[src/rtl/gb_timer_if.sv]
// CPU system-bus signals between the CPU (master) and the gb_timer responder (slave).
// Includes the timer interrupt request line towards the interrupt controller.
interface gb_timer_if;
    logic [1:0]  t_cycle;
    logic [15:0] mem_addr;
    logic        mem_enable;
    logic        mem_write;
    logic [7:0]  mem_wdata;
    logic [7:0]  mem_rdata;
    logic        mem_select;
    logic        irq_timer;

    modport master (
        output t_cycle, mem_addr, mem_enable, mem_write, mem_wdata,
        input  mem_rdata, mem_select, irq_timer
    );

    modport slave (
        input  t_cycle, mem_addr, mem_enable, mem_write, mem_wdata,
        output mem_rdata, mem_select, irq_timer
    );
endinterface

[src/rtl/gb_timer.sv]
// Game Boy DIV/TIMA/TMA/TAC timer peripheral with a one-clock timer interrupt pulse.
// Define GB_TIMER_OVERFLOW_DELAY_EN for the 4-clock overflow delay with cancel/bypass window.
module gb_timer #(
    parameter logic [15:0] BASE_ADDR = 16'hFF04
) (
    input logic       clk,
    input logic       reset_n,
    gb_timer_if.slave bus
);

`ifdef GB_TIMER_OVERFLOW_DELAY_EN
    typedef enum logic [1:0] {StIdle, StDelay, StReload} state_e;
    state_e     state_q, state_d;
    logic [1:0] dly_cnt_q, dly_cnt_d;
`endif

    logic [15:0] sys_cnt_q, sys_cnt_d;
    logic [7:0]  tima_q, tima_d;
    logic [7:0]  tma_q, tma_d;
    logic [2:0]  tac_q, tac_d;
    logic        tap_prev_q, tap_prev_d;
    logic        irq_q, irq_d;

    logic [15:0] offset;
    logic        hit;
    logic        commit;
    logic        wr_div, wr_tima, wr_tma, wr_tac;
    logic        tap_bit, tap, tap_fall;

    // Offset decode keeps the window correct for any BASE_ADDR alignment.
    assign offset  = bus.mem_addr - BASE_ADDR;
    assign hit     = (offset[15:2] == 14'd0);
    assign commit  = bus.mem_enable & bus.mem_write & hit & (bus.t_cycle == 2'd3);
    assign wr_div  = commit & (offset[1:0] == 2'd0);
    assign wr_tima = commit & (offset[1:0] == 2'd1);
    assign wr_tma  = commit & (offset[1:0] == 2'd2);
    assign wr_tac  = commit & (offset[1:0] == 2'd3);

    assign bus.mem_select = hit;
    assign bus.irq_timer  = irq_q;

    always_comb begin
        bus.mem_rdata = 8'hFF;
        if (hit) begin
            unique case (offset[1:0])
                2'd0: bus.mem_rdata = sys_cnt_q[15:8];
                2'd1: bus.mem_rdata = tima_q;
                2'd2: bus.mem_rdata = tma_q;
                2'd3: bus.mem_rdata = {5'b11111, tac_q};
            endcase
        end
    end

    always_comb begin
        unique case (tac_q[1:0])
            2'b00: tap_bit = sys_cnt_q[9];
            2'b01: tap_bit = sys_cnt_q[3];
            2'b10: tap_bit = sys_cnt_q[5];
            2'b11: tap_bit = sys_cnt_q[7];
        endcase
    end

    // Falls caused by DIV clears or TAC rewrites count too, as on the real chip.
    assign tap      = tac_q[2] & tap_bit;
    assign tap_fall = tap_prev_q & ~tap;

    always_comb begin
        sys_cnt_d  = wr_div ? 16'h0000 : sys_cnt_q + 16'd1;
        tac_d      = wr_tac ? bus.mem_wdata[2:0] : tac_q;
        tma_d      = wr_tma ? bus.mem_wdata : tma_q;
        tap_prev_d = tap;
        tima_d     = tima_q;
        irq_d      = 1'b0;
`ifdef GB_TIMER_OVERFLOW_DELAY_EN
        state_d    = state_q;
        dly_cnt_d  = dly_cnt_q;
        unique case (state_q)
            StIdle: begin
                if (wr_tima) begin
                    tima_d = bus.mem_wdata;
                end else if (tap_fall) begin
                    if (tima_q == 8'hFF) begin
                        tima_d    = 8'h00;
                        state_d   = StDelay;
                        dly_cnt_d = 2'd3;
                    end else begin
                        tima_d = tima_q + 8'd1;
                    end
                end
            end
            StDelay: begin
                dly_cnt_d = dly_cnt_q - 2'd1;
                if (wr_tima) begin
                    tima_d  = bus.mem_wdata;
                    state_d = StIdle;
                end else if (dly_cnt_q == 2'd0) begin
                    tima_d  = tma_d;
                    irq_d   = 1'b1;
                    state_d = StReload;
                end else if (tap_fall) begin
                    tima_d = tima_q + 8'd1;
                end
            end
            StReload: begin
                // TIMA writes lose here; a TMA write in this clock still lands in TIMA.
                tima_d  = tma_d;
                state_d = StIdle;
            end
            default: state_d = StIdle;
        endcase
`else
        if (wr_tima) begin
            tima_d = bus.mem_wdata;
        end else if (tap_fall) begin
            if (tima_q == 8'hFF) begin
                tima_d = tma_d;
                irq_d  = 1'b1;
            end else begin
                tima_d = tima_q + 8'd1;
            end
        end
`endif
    end

    always_ff @(posedge clk) begin
        if (!reset_n) begin
            sys_cnt_q  <= 16'h0000;
            tima_q     <= 8'h00;
            tma_q      <= 8'h00;
            tac_q      <= 3'b000;
            tap_prev_q <= 1'b0;
            irq_q      <= 1'b0;
`ifdef GB_TIMER_OVERFLOW_DELAY_EN
            state_q    <= StIdle;
            dly_cnt_q  <= 2'd0;
`endif
        end else begin
            sys_cnt_q  <= sys_cnt_d;
            tima_q     <= tima_d;
            tma_q      <= tma_d;
            tac_q      <= tac_d;
            tap_prev_q <= tap_prev_d;
            irq_q      <= irq_d;
`ifdef GB_TIMER_OVERFLOW_DELAY_EN
            state_q    <= state_d;
            dly_cnt_q  <= dly_cnt_d;
`endif
        end
    end

endmodule
[src/flat_wrapper.sv]
// flat-port wrapper written by rule: the top's interface ports become plain ports
module gb_timer_flat 
#(
    parameter logic [15:0] BASE_ADDR = 16'hFF04
)
  (clk, reset_n, bus_t_cycle, bus_mem_addr, bus_mem_enable, bus_mem_write, bus_mem_wdata, bus_mem_rdata, bus_mem_select, bus_irq_timer);
  gb_timer_if bus_i ();
  input logic clk;
  input logic reset_n;
  input wire logic [$bits(bus_i.t_cycle)-1:0] bus_t_cycle;
  input wire logic [$bits(bus_i.mem_addr)-1:0] bus_mem_addr;
  input wire logic [$bits(bus_i.mem_enable)-1:0] bus_mem_enable;
  input wire logic [$bits(bus_i.mem_write)-1:0] bus_mem_write;
  input wire logic [$bits(bus_i.mem_wdata)-1:0] bus_mem_wdata;
  output wire logic [$bits(bus_i.mem_rdata)-1:0] bus_mem_rdata;
  output wire logic [$bits(bus_i.mem_select)-1:0] bus_mem_select;
  output wire logic [$bits(bus_i.irq_timer)-1:0] bus_irq_timer;
  assign bus_i.t_cycle = bus_t_cycle;
  assign bus_i.mem_addr = bus_mem_addr;
  assign bus_i.mem_enable = bus_mem_enable;
  assign bus_i.mem_write = bus_mem_write;
  assign bus_i.mem_wdata = bus_mem_wdata;
  assign bus_mem_rdata = bus_i.mem_rdata;
  assign bus_mem_select = bus_i.mem_select;
  assign bus_irq_timer = bus_i.irq_timer;
  gb_timer #(.BASE_ADDR(BASE_ADDR)) u_core (.clk(clk), .reset_n(reset_n), .bus(bus_i));
endmodule
[config.mk]
export PLATFORM = sky130hd
export DESIGN_NAME = gb_timer_flat
export DESIGN_NICKNAME = d
export VERILOG_FILES = /design/src/rtl/gb_timer_if.sv /design/src/rtl/gb_timer.sv /design/src/flat_wrapper.sv
export SDC_FILE = /design/constraint.sdc
export NUM_CORES = 1
export LEC_CHECK = 0
export CAP_MARGIN = 20
export CORE_UTILIZATION = 40
export DETAILED_ROUTE_END_ITERATION = 7
export HOLD_SLACK_MARGIN = 0.15
export MAX_ROUTING_LAYER = met4
export PLACE_DENSITY = 0.66
export SKIP_LAST_GASP = 1
export SYNTH_ARGS = -nofsm -noshare
export SYNTH_HDL_FRONTEND = slang
export SYNTH_SLANG_ARGS = --single-unit
[constraint.sdc]
create_clock -name clk -period 2.8 [get_ports clk]
set_clock_uncertainty 0.05 [all_clocks]
set_input_delay 0.28 -clock clk [delete_from_list [all_inputs] [get_ports clk]]
set_output_delay 0.28 -clock clk [all_outputs]
set_load 0.01 [all_outputs]
==> summary.md, run 1 <==
| Metric | Value |
|---|---|
| Post-synthesis cell area | 2120 um2 |
| Total power | 1.02 mW |
| Worst r2r path cells | 7 |
| Number of synthesized register bits | 37 |
| Fmax | between 300 and 400 MHz |
| Crit path max-delay family | simple AND/OR/NAND/NOR gates |
| # rows | 26 |
| Max-cap viol count | 0 |
| Initial drt markers | 75 |
| TritonCTS Buffers | 5 |
| Die width | 74.9 um |
| DRC | 0 |
| CTS Sinks | 37 |
| Root Buffer | clkbuf_8 |
| RSZ-0062 raised after global routing | true |
| Peak fanout along the critical path | 6 |
| CP Class | in2reg |
| TritonCTS clock tree | yes |
| Avg WL per Cell | 14.8 um |
| Final worst-path cycle share | about 99% |
| Most frequent cells after synthesis | dfxtp_1, nor2_1, nand2_1, nor2b_1, xnor2_1 |
| Max VDD drop | approximately 0.22 mV |
| Grt ovf | 0 |
| Area grow syn2layout | 33.4% |
| Async S/R FF share, synth | 0% |
| Layout cells sized above 1 | 16.0% |
| Vias in the first global route | 1844 |
| Die height | 74.9 um |
| Prevailing post-synth register cell | dfxtp_1 |
| Vias | 2064 |
| Final wirelength | 5570 um |
| Post-DP HPWL | between 4000 and 5000 um |
| Post-synth cell types | 47 |
| Pwr/cell area | 358 nW/um2 |
| Mapped Avg Cell Area | about 8.5 um2 |
| CTS clk-pin slew, worst paths | ~80 ps |
| Startpoint Class | input pin |
| Gate Count Post-Synth | 250 |
| Register area share after synthesis | between 30% and 40% |
| Clock period minus worst slack | 2780 ps |
| Gp weighted congestion | 0.814 |
| Crit end category | flip-flop |
| Worst relative slew slack | 47.8% |
| Min Hold Slack | about 450 ps |
| Outcome | finished clean |
| Max-slew violations | 0 |
| YS warnings | 0 |
| Critical Path, Cell by Cell | clkdlybuf4s50_1 > or4_4 > a211oi_2 > o211ai_2 > buf_4 > or4_4 > buf_4 > mux2i_2 > o2111ai_1 > and3_1 |
| Ports | 40 |
| Fin util | 55.5% |
| Post-DRT Antenna Nets | 0 |
| CP Buf/Inv Count | 3 |
| Max Buffers Root-to-Sink | 2 |
| Top cell type's share of synthesized area | 34.9% |
| Clk Latency, worst-skew pair | 280 ps |
| Arr. time, crit path | 2900 ps |
| Initial core utilization | 41.6% |
| Port bufs | 39 |
| Slowest cell delay on critical path | ~540 ps |
| First-pass GRT wire length | between 8000 and 9000 um |
| Register area | 741 um2 |
| Initial DRT Pass Iterations | 4 |
| Area leader, netlist | dfxtp_1 |
| Multi-input logic area | 1330 um2 |
| Initial antenna violation count | 0 |
| # diodes | 0 |
| Placed cell areas | 2680 um2 |
| Vias per inst | 5.47 |
| Required time of the critical path | 2930 ps |
| EDFF count, synth | 0 |
| Largest net degree at the start of global routing | 24 |
| Hold-critical path depth | 1 |
| H-tree depth | 2 |
| WP depth | 10 |
| Core ar. | 5110 um2 |
| Crit-path slowest cell | or4_4 |
| Finished Cell Area | 2830 um2 |
| Synth area leaders | dfxtp_1, nor2_1, mux2i_1, xnor2_1, nor2b_1 |
| Fillers | 467 |
| Nets | 339 |
| Final setup fails | 0 |
| Worst Tran Pin Value | 780 ps |
| Die area | 5600 um2 |
| Synthesized Nets | 282 |
| Worst min path class | reg2reg |
| P_leak | 1.06 nW |
| Final hold violation count | 0 |
| Gr usage total | 20.8% |
| Count leader, synth | dfxtp_1 |
[registers in the layout (all words and copies together) (netlist names)]
name	count
u_core.sys_cnt_q	16
u_core.tma_q	8
u_core.tima_q	8
u_core.bus.irq_timer	1
u_core.tac_q	3
u_core.tap_prev_q	1
[power breakdown]
part	internal (mW)	leakage, nW	switching [mW]
logic	0.0576	0.721	0.0417
clock network	0.195	0.0433	0.187
registers	0.529	0.298	0.00469
total	0.782	1.06	0.234
[layer usage]
layer  vias to the layer above  track usage (%)  routed length, um
met5                         -                -                  0
met2                        44             35.5               2670
met4                         0             3.98                 23
li1                       1017                -                  -
met1                      1001             25.7               2600
met3                         2             3.75                275
[per-stage QoR]
step	worst slack (ps)	TNS, ps	instances
4_1_cts	-42.8	-64.1	375
5_1_grt	-76.6	-77.4	377
3_5_place_dp	-241	-3490	365
3_3_place_gp	-187	-2080	365
2_1_floorplan	240	0	250
6_report	21.0	0	377
[cells in the final DEF, fill, tap and decap left out, types with 5 or more instances in the layout]
master	netlist	layout
mux2i_1	11	9
clkbuf_8	0	6
nand2_1	19	19
nor2_1	36	36
clkdlybuf4s50_1	0	28
a21oi_1	8	8
and3_1	11	11
nand3_1	10	10
o22ai_1	5	5
xor2_1	6	6
mux2_2	5	5
dfxtp_1	37	37
buf_4	0	20
xnor2_1	12	12
dlygate4sd2_1	0	8
nor2b_1	13	13
a31oi_1	8	8
[area by class of cell]
cell class                      count  area share [%]
Multi-Input combinational cell    197            46.9
Inverter                            4           0.530
Timing Repair Buffer               62            20.2
Sequential cell                    37            26.1
Tap cell                           70            3.09
Clock inverter                      1           0.265
Clock buffer                        6            2.92
[worst register-to-register path, cell delays in order (launching register included)]
cell and delay [ps]:
dfxtp_1 440, ha_1 260, and4_1 270, and3_1 200, and2_0 360, nand2_1 170, o221ai_1 210, a31oi_1 110
[cell families after synthesis]
family          Yosys count  synth area share (%)
mux                      19                  11.0
compound gates           47                  15.6
fa+ha+maj                 2                  1.18
xor+xnor                 18                  7.42
simple gates            111                  26.6
flops                    37                  34.9
buf+inv                  16                  3.30
[what timing repair did]
| action | 4_1_cts | 5_1_grt |
|---|---|---|
| setup endpoints to repair | 9 | 12 |
| gates resized for setup | 8 | 13 |
| cloned | 0 | 1 |
| buffers inserted | 3 | 1 |
| pin swaps | 2 | 3 |
| hold buffers | 0 | 0 |
[final timing paths]
kind                                                     start                              to  slack (ps)
worst min-delay path            u_core.sys_cnt_q[0]$_SDFF_PP0_  u_core.sys_cnt_q[0]$_SDFF_PP0_         450
worst min register to register  u_core.sys_cnt_q[0]$_SDFF_PP0_  u_core.sys_cnt_q[0]$_SDFF_PP0_         450
worst max register to register   u_core.tima_q[0]$_SDFFE_PN0P_   u_core.tima_q[5]$_SDFFE_PN0P_         610
worst max-delay path                           bus_mem_addr[6]   u_core.tima_q[2]$_SDFFE_PN0P_          20
Note: power is estimated with default switching activity, not from simulation.
==> run 2: changes to the inputs <==
Settings changed: PLACE_DENSITY 0.66 to 0.68.
Clock period 2.8 ns to 2.3 ns, I/O delays scaled along.
==> summary.md, run 2 (same netlist as run 1, synthesis figures left out) <==
| Metric | Value |
|---|---|
| Ports | 40 (unchanged) |
| Final setup fails | 0 (unchanged) |
| Core ar. | 5110 um2 (unchanged) |
| Slowest cell delay on critical path | 560 ps (+20 ps) |
| Outcome | finished clean |
| Hold_sp | u_core.sys_cnt_q[0]$_SDFF_PP0_ |
| CTS clk-pin slew, worst paths | 70 ps (about the same) |
| # diodes | 0 (unchanged) |
| Layout cells sized above 1 | 17.3% (+1.3 points) |
| Die height | 74.9 um (unchanged) |
| # rows | 26 (unchanged) |
| Pre-CTS WS | -525 ps (-283 ps) |
| Worst Tran Pin Value | 490 ps (-290 ps) |
| Die area | 5600 um2 (unchanged) |
| RSZ-0062 raised after global routing | false |
| Clock group share of total power | 36.9% (-0.7 points) |
| Most flops, register | u_core.sys_cnt_q |
| Total power | 1.23 mW (+21%) |
| First-pass GRT wire length | 7940 um (-8.2%) |
| Sequential group share of total power | 53.0% (+0.4 points) |
| Post-DRT Antenna Nets | 0 (unchanged) |
| Initial DRT Pass Iterations | 4 (unchanged) |
| Critical Path, Cell by Cell | buf_6 > or4_4 > a211oi_2 > o211ai_2 > or4_1 > buf_6 > mux2i_2 > o2111ai_1 > and3_1 |
| Max Buffers Root-to-Sink | 2 (unchanged) |
| R2R setup slack | 260 ps (-350 ps) |
| P_leak | 1.08 nW (+1.3%) |
| Nets | 339 (unchanged) |
| Final hold violation count | 0 (unchanged) |
| Worst relative slew slack | 67.2% (+19 points) |
| Switching power | 0.273 mW (+17%) |
| Gp weighted congestion | 0.905 (+11%) |
| Sw frac | 22.2% (-0.81 points) |
| Die width | 74.9 um (unchanged) |
| Crit end category | flip-flop |
| Startpoint Class | input pin |
| Vias | 2006 (-2.8%) |
| Worst r2r path cells | 7 (unchanged) |
| Logic pwr share | 10.1% (+0.3 points) |
| Clk Latency, worst-skew pair | 280 ps (about the same) |
| Final worst-path cycle share | 96.9% |
| Worst min path class | reg2reg |
| Reg2reg end | u_core.tima_q[1]$_SDFFE_PN0P_ |
| Port bufs | 39 (unchanged) |
| Final worst setup slack | 70.9 ps (+49.9 ps) |
| Cells after DPL | 370 (+1.4%) |
| Setup Fix Bufs, Post-CTS | 0 (-3) |
| Root Buffer | clkbuf_8 |
| Clock period minus worst slack | approximately 2200 ps |
| Max reg flops | 16 (unchanged) |
| Initial drt markers | 109 (+45%) |
| Max-slew violations | 0 (unchanged) |
| Vias in the first global route | 1761 (-4.5%) |
| CP dominant cell by count | buf_6 |
| TritonCTS Buffers | 5 (unchanged) |
| Initial antenna violation count | 0 (unchanged) |
| Largest registers | u_core.sys_cnt_q x16, u_core.tima_q x8, u_core.tma_q x8 |
| Vias per inst | 5.32 (-2.8%) |
| Grt ovf | 0 (unchanged) |
| Pwr/cell area | 438 nW/um2 (+22%) |
| Max-cap viol count | 0 (unchanged) |
| P_int | 0.956 mW (+22%) |
| Required time of the critical path | 2430 ps (-500 ps) |
| Post-DP HPWL | 4040 um (-2.9%) |
| Most frequent cells in the layout | dfxtp_1, nor2_1, clkdlybuf4s50_1 |
| Final wirelength | 5310 um (-4.8%) |
| DRC | 0 (unchanged) |
| CP Class | in2reg |
| TritonCTS clock tree | yes |
| H-tree depth | 2 (unchanged) |
| Initial core utilization | 41.6% (unchanged) |
| Area grow syn2layout | 32.2% |
| FF-to-FF Start | u_core.tima_q[1]$_SDFFE_PN0P_ |
| Max VDD drop | 0.219 mV (-2.5%) |
| Avg WL per Cell | 14.1 um (-4.8%) |
| Largest net degree at the start of global routing | 17 (-29%) |
| Crit path max-delay family | simple AND/OR/NAND/NOR gates |
| Non-Filler Instances | 377 (unchanged) |
| Crit-path slowest cell | or4_4 |
| CTS Sinks | 37 (unchanged) |
| Hold-critical path depth | 1 (unchanged) |
| Peak fanout along the critical path | 8 (+2) |
| Gr usage total | 19.4% (-1.3 points) |
| Arr. time, crit path | 2350 ps (-550 ps) |
| Min Hold Slack | 447 ps (-6.64 ps) |
| Hold worst-path end | u_core.sys_cnt_q[0]$_SDFF_PP0_ |
| CP Buf/Inv Count | 2 (-1) |
| Fmax | 449 MHz |
| Commonest non-fill, non-tap cell in the layout | dfxtp_1 |
==> run 2: cell types whose count changed in the layout (fill, tap and decap cells not counted), sizes merged <==
cell           before  now
buf                23   29
clkbuf              6    7
clkdlybuf4s15       0    1
clkdlybuf4s50      28   22
clkinvlp            1    0
dlymetal6s2s        3    2
==> run 2: stage by stage <==
stage	TNS (ps)	util, %	area (um2)
2_1_floorplan	-658	-	2130
3_5_place_dp	-17820	53.2	2720
4_1_cts	-50.2	54.8	2800
6_report	0	54.9	2810
5_1_grt	0	54.9	2810
3_3_place_gp	-16240	53.2	2720
==> run 2: layout make-up <==
type / count / area, um2
Timing Repair Buffer: 62 / 542
Multi-Input combinational cell: 197 / 1340
Fill cell: 499 / 2300
Sequential cell: 37 / 741
Clock buffer: 7 / 86.3
Tap cell: 70 / 87.6
Inverter: 4 / 15.0
==> run 2: how the worst max path moves through the flow <==
stage                     slack (ps)            start  cells after the start                             to
final                             70  bus_mem_addr[7]                      9  u_core.tima_q[2]$_SDFFE_PN0P_
after global routing               9  bus_mem_addr[7]                      9  u_core.tima_q[2]$_SDFFE_PN0P_
after CTS                        -50  bus_mem_addr[7]                      9  u_core.tima_q[2]$_SDFFE_PN0P_
after detailed placement        -520  bus_mem_addr[4]                      7               bus_mem_rdata[2]
after global placement          -500  bus_mem_addr[4]                      7               bus_mem_rdata[2]
after floorplan                 -100  bus_mem_addr[4]                      9  u_core.tima_q[4]$_SDFFE_PN0P_
==> run 2: power groups by stage <==
stage	clock (mW)	sequential [mW]	combinational (mW)
after detailed placement	0	0.665	0.124
after global placement	0	0.665	0.123
after floorplan	0	0.664	0.0433
final	0.453	0.651	0.124
after global routing	0.489	0.651	0.135
after CTS	0.469	0.650	0.124
==> run 2: per-layer routing <==
| metal | vias up | track usage [%] | wire length (um) |
|---|---|---|---|
| met4 | 0 | 6.08 | 61 |
| met2 | 56 | 32.4 | 2490 |
| met1 | 929 | 23.8 | 2480 |
| met3 | 5 | 3.61 | 274 |
| li1 | 1016 | - | - |
| met5 | - | - | 0 |
==> run 2: worst reg2reg max path: stages, from the launching register on <==
cell and delay, ps:
dfxtp_1 400, ha_1 240, and4_1 260, and3_1 200, and2_0 310, nand2_1 160, o221ai_1 190, a31oi_1 110
==> run 2: repair_timing <==
action / 4_1_cts / 5_1_grt
endpoints found under the setup margin: 45 / 8
hold buffers: 0 / 0
pin swaps: 6 / 5
resized for setup: 37 / 3
hold endpoints to repair: 0 / 0
==> RTL edit, RTL diff (config.mk and constraints of run 2) <==
The option `GB_TIMER_OVERFLOW_DELAY_EN` is turned on by a define.
--- a/src/rtl/gb_timer.sv
+++ b/src/rtl/gb_timer.sv
@@ -1,5 +1,7 @@
 // Game Boy DIV/TIMA/TMA/TAC timer peripheral with a one-clock timer interrupt pulse.
 // Define GB_TIMER_OVERFLOW_DELAY_EN for the 4-clock overflow delay with cancel/bypass window.
+`define GB_TIMER_OVERFLOW_DELAY_EN
+
 module gb_timer #(
     parameter logic [15:0] BASE_ADDR = 16'hFF04
 ) (
Behaviour: same outputs for any inputs over 10 cycles, from zero or initial values and one cycle with reset_n low; that may be too few to reach the edited logic, so the function may still have changed.
==> RTL edit against run 2 <==
Final area is 30% higher. Synthesized area grew 23%. Wire length increased by 38%. Worst setup slack lost 0.022 ns. Global-route usage grew 2.4 points. Sequential cell count increased by 4. Final cell count is 23% higher. Core utilization is 2.9 points higher. Count of clock-buffer cells in the layout is 2 lower. Fmax shrank 0.99%. Critical path type unchanged.
Power is not compared: it rests on default switching activity, and its combinational part moved more than twofold at a synthesized area within 25%.
==> RTL edit: results (changes against run 2) <==
[logic_synthesis]
yosys-top-cells-area=dfxtp_1, nor2_1, mux2i_1, xnor2_1, mux4_2
seq_area_frac_synth=0.3137  ; -0.03513
synthesis.nets=338  ; +20%
ys_top_cells_by_count=nor2_1, dfxtp_1, nand3_1, inv_1, nand2_1

[place]
dpl_cell_area_um2=3410  ; +25%
place.gp.congestion=0.9244  ; +2.2%
dp_hpwl_um=5266  ; +30%

[grt]
grt_start_max_net_pins=17  ; unchanged
track_usage=0.2182  ; +0.02378
grt_pass1_wl_um=11990  ; +51%

[worst_setup_path]
max_stage_delay_ns=0.46  ; -0.10 ns
worst_path_max_delay_cell=or4b_1
worst-r2r-cell-count=7  ; unchanged
r2r_end=u_core.tima_q[7]$_SDFFE_PN0P_
critPathMaxFanout=6  ; -2
r2r-start=u_core.tac_q[1]$_SDFFE_PN0P_
regToRegSetupSlack_ns=0.10  ; -0.16 ns

[sta]
relSlewSlack=0.7347  ; +0.06250

[cells_and_area]
n_fill_cell=573  ; +15%
drive_gt1_frac=0.2474  ; +0.07478

[detailed_routing]
via_per_inst=5.624  ; +5.7%
drtIter0Drc=168  ; +54%
drt_first_pass_iters=5  ; +1

[worst_hold_path]
min_to=u_core.sys_cnt_q[0]$_SDFF_PP0_

[clock_tree]
clock_latency_ns=0.30  ; +0.02 ns
clkTransAtPathRegs_ns=0.09  ; +0.02 ns

[pwr]
p_sw_frac=0.4036

[status]
outcome=finished, final reports clean

==> RTL edit: changes by cell type after synthesis, moves of 5 or more <==
cell,change
ha_1,+5
o21a_1,+8
o32a_1,+6
o211a_1,+6
nor2b_1,-12
nand3_1,+7
a31oi_1,-6
o21ai_0,+9
inv_1,+11
and3_1,-7
nor2_1,+8
==> RTL edit: final cells by class <==
class,instances,share of cell area
multi-input cells,231,0.4800
well taps,77,0.02636
clock buffers,5,0.01883
flip-flops and latches,41,0.2246
clock inverters,3,0.006162
inverters,15,0.01541
repair buffers,93,0.2287
==> RTL edit: worst max-delay path by stage <==
| stage | start | endpoint | slack (ns) | depth (start not counted) |
|---|---|---|---|---|
| CTS | bus_mem_addr[3] | u_core.tima_q[2]$_SDFFE_PN0P_ | -0.02 | 8 |
| finish | bus_mem_addr[5] | u_core.tima_q[7]$_SDFFE_PN0P_ | 0.05 | 8 |
| detailed placement | bus_mem_addr[2] | bus_mem_rdata[1] | -0.33 | 7 |
| floorplan | bus_mem_addr[3] | u_core.tima_q[7]$_SDFFE_PN0P_ | 0.22 | 6 |
| global route | bus_mem_addr[6] | u_core.tima_q[6]$_SDFFE_PN0P_ | -0.001 | 9 |
| global placement | bus_mem_addr[3] | u_core.tima_q[5]$_SDFFE_PN0P_ | -0.30 | 9 |
==> RTL edit: per-layer routing <==
layer,GRT usage,share of wire
met1,0.2874,0.47
met2,0.3398,0.45
met3,0.03579,0.062
met4,0.07524,0.018
met5,-,0
==> RTL edit: repair_timing <==
item                                    CTS  global route
cloned                                    0             1
pin swaps                                 2            12
endpoints found under the setup margin   12            23
buffers inserted                          1             7
resized for setup                        18            27
==> RTL edit: power by group through the flow <==
stage / registers (mW) / logic (mW) / clock network (mW)
floorplan: 0.922 / 0.822 / 0
detailed placement: 0.968 / 1.22 / 0
finish: 0.957 / 1.27 / 0.494
global route: 0.971 / 1.39 / 0.544
CTS: 0.951 / 1.23 / 0.507
global placement: 0.962 / 1.20 / 0
==> RTL edit: critical path, delay by kind of cell <==
kind | cells | cell delay [ns]
compound gates | 4 | 0.80
buf+inv | 2 | 0.54
simple gates | 2 | 0.81
==> RTL edit: kinds of logic (layout without fill, tap and decap cells) <==
group	after synthesis	after routing	share of synthesized area
AND/OR/NAND/NOR	108	108	0.2123
flip-flops	41	41	0.3137
adder cells (fa/ha/maj)	7	7	0.03348
AO/OA/AOI/OAI	79	79	0.2396
buffers and inverters	29	116	0.04782
XOR/XNOR	19	19	0.06361
multiplexers	18	18	0.08943
==> RTL edit: per-stage QoR <==
step,instances,hold slack (ns),utilization
2_1_floorplan,301,0.3272,-
3_3_place_gp,448,0.3999,0.5400
3_5_place_dp,448,0.4204,0.5400
4_1_cts,457,0.4419,0.5581
5_1_grt,465,0.4822,0.5789
6_report,465,0.4414,0.5789
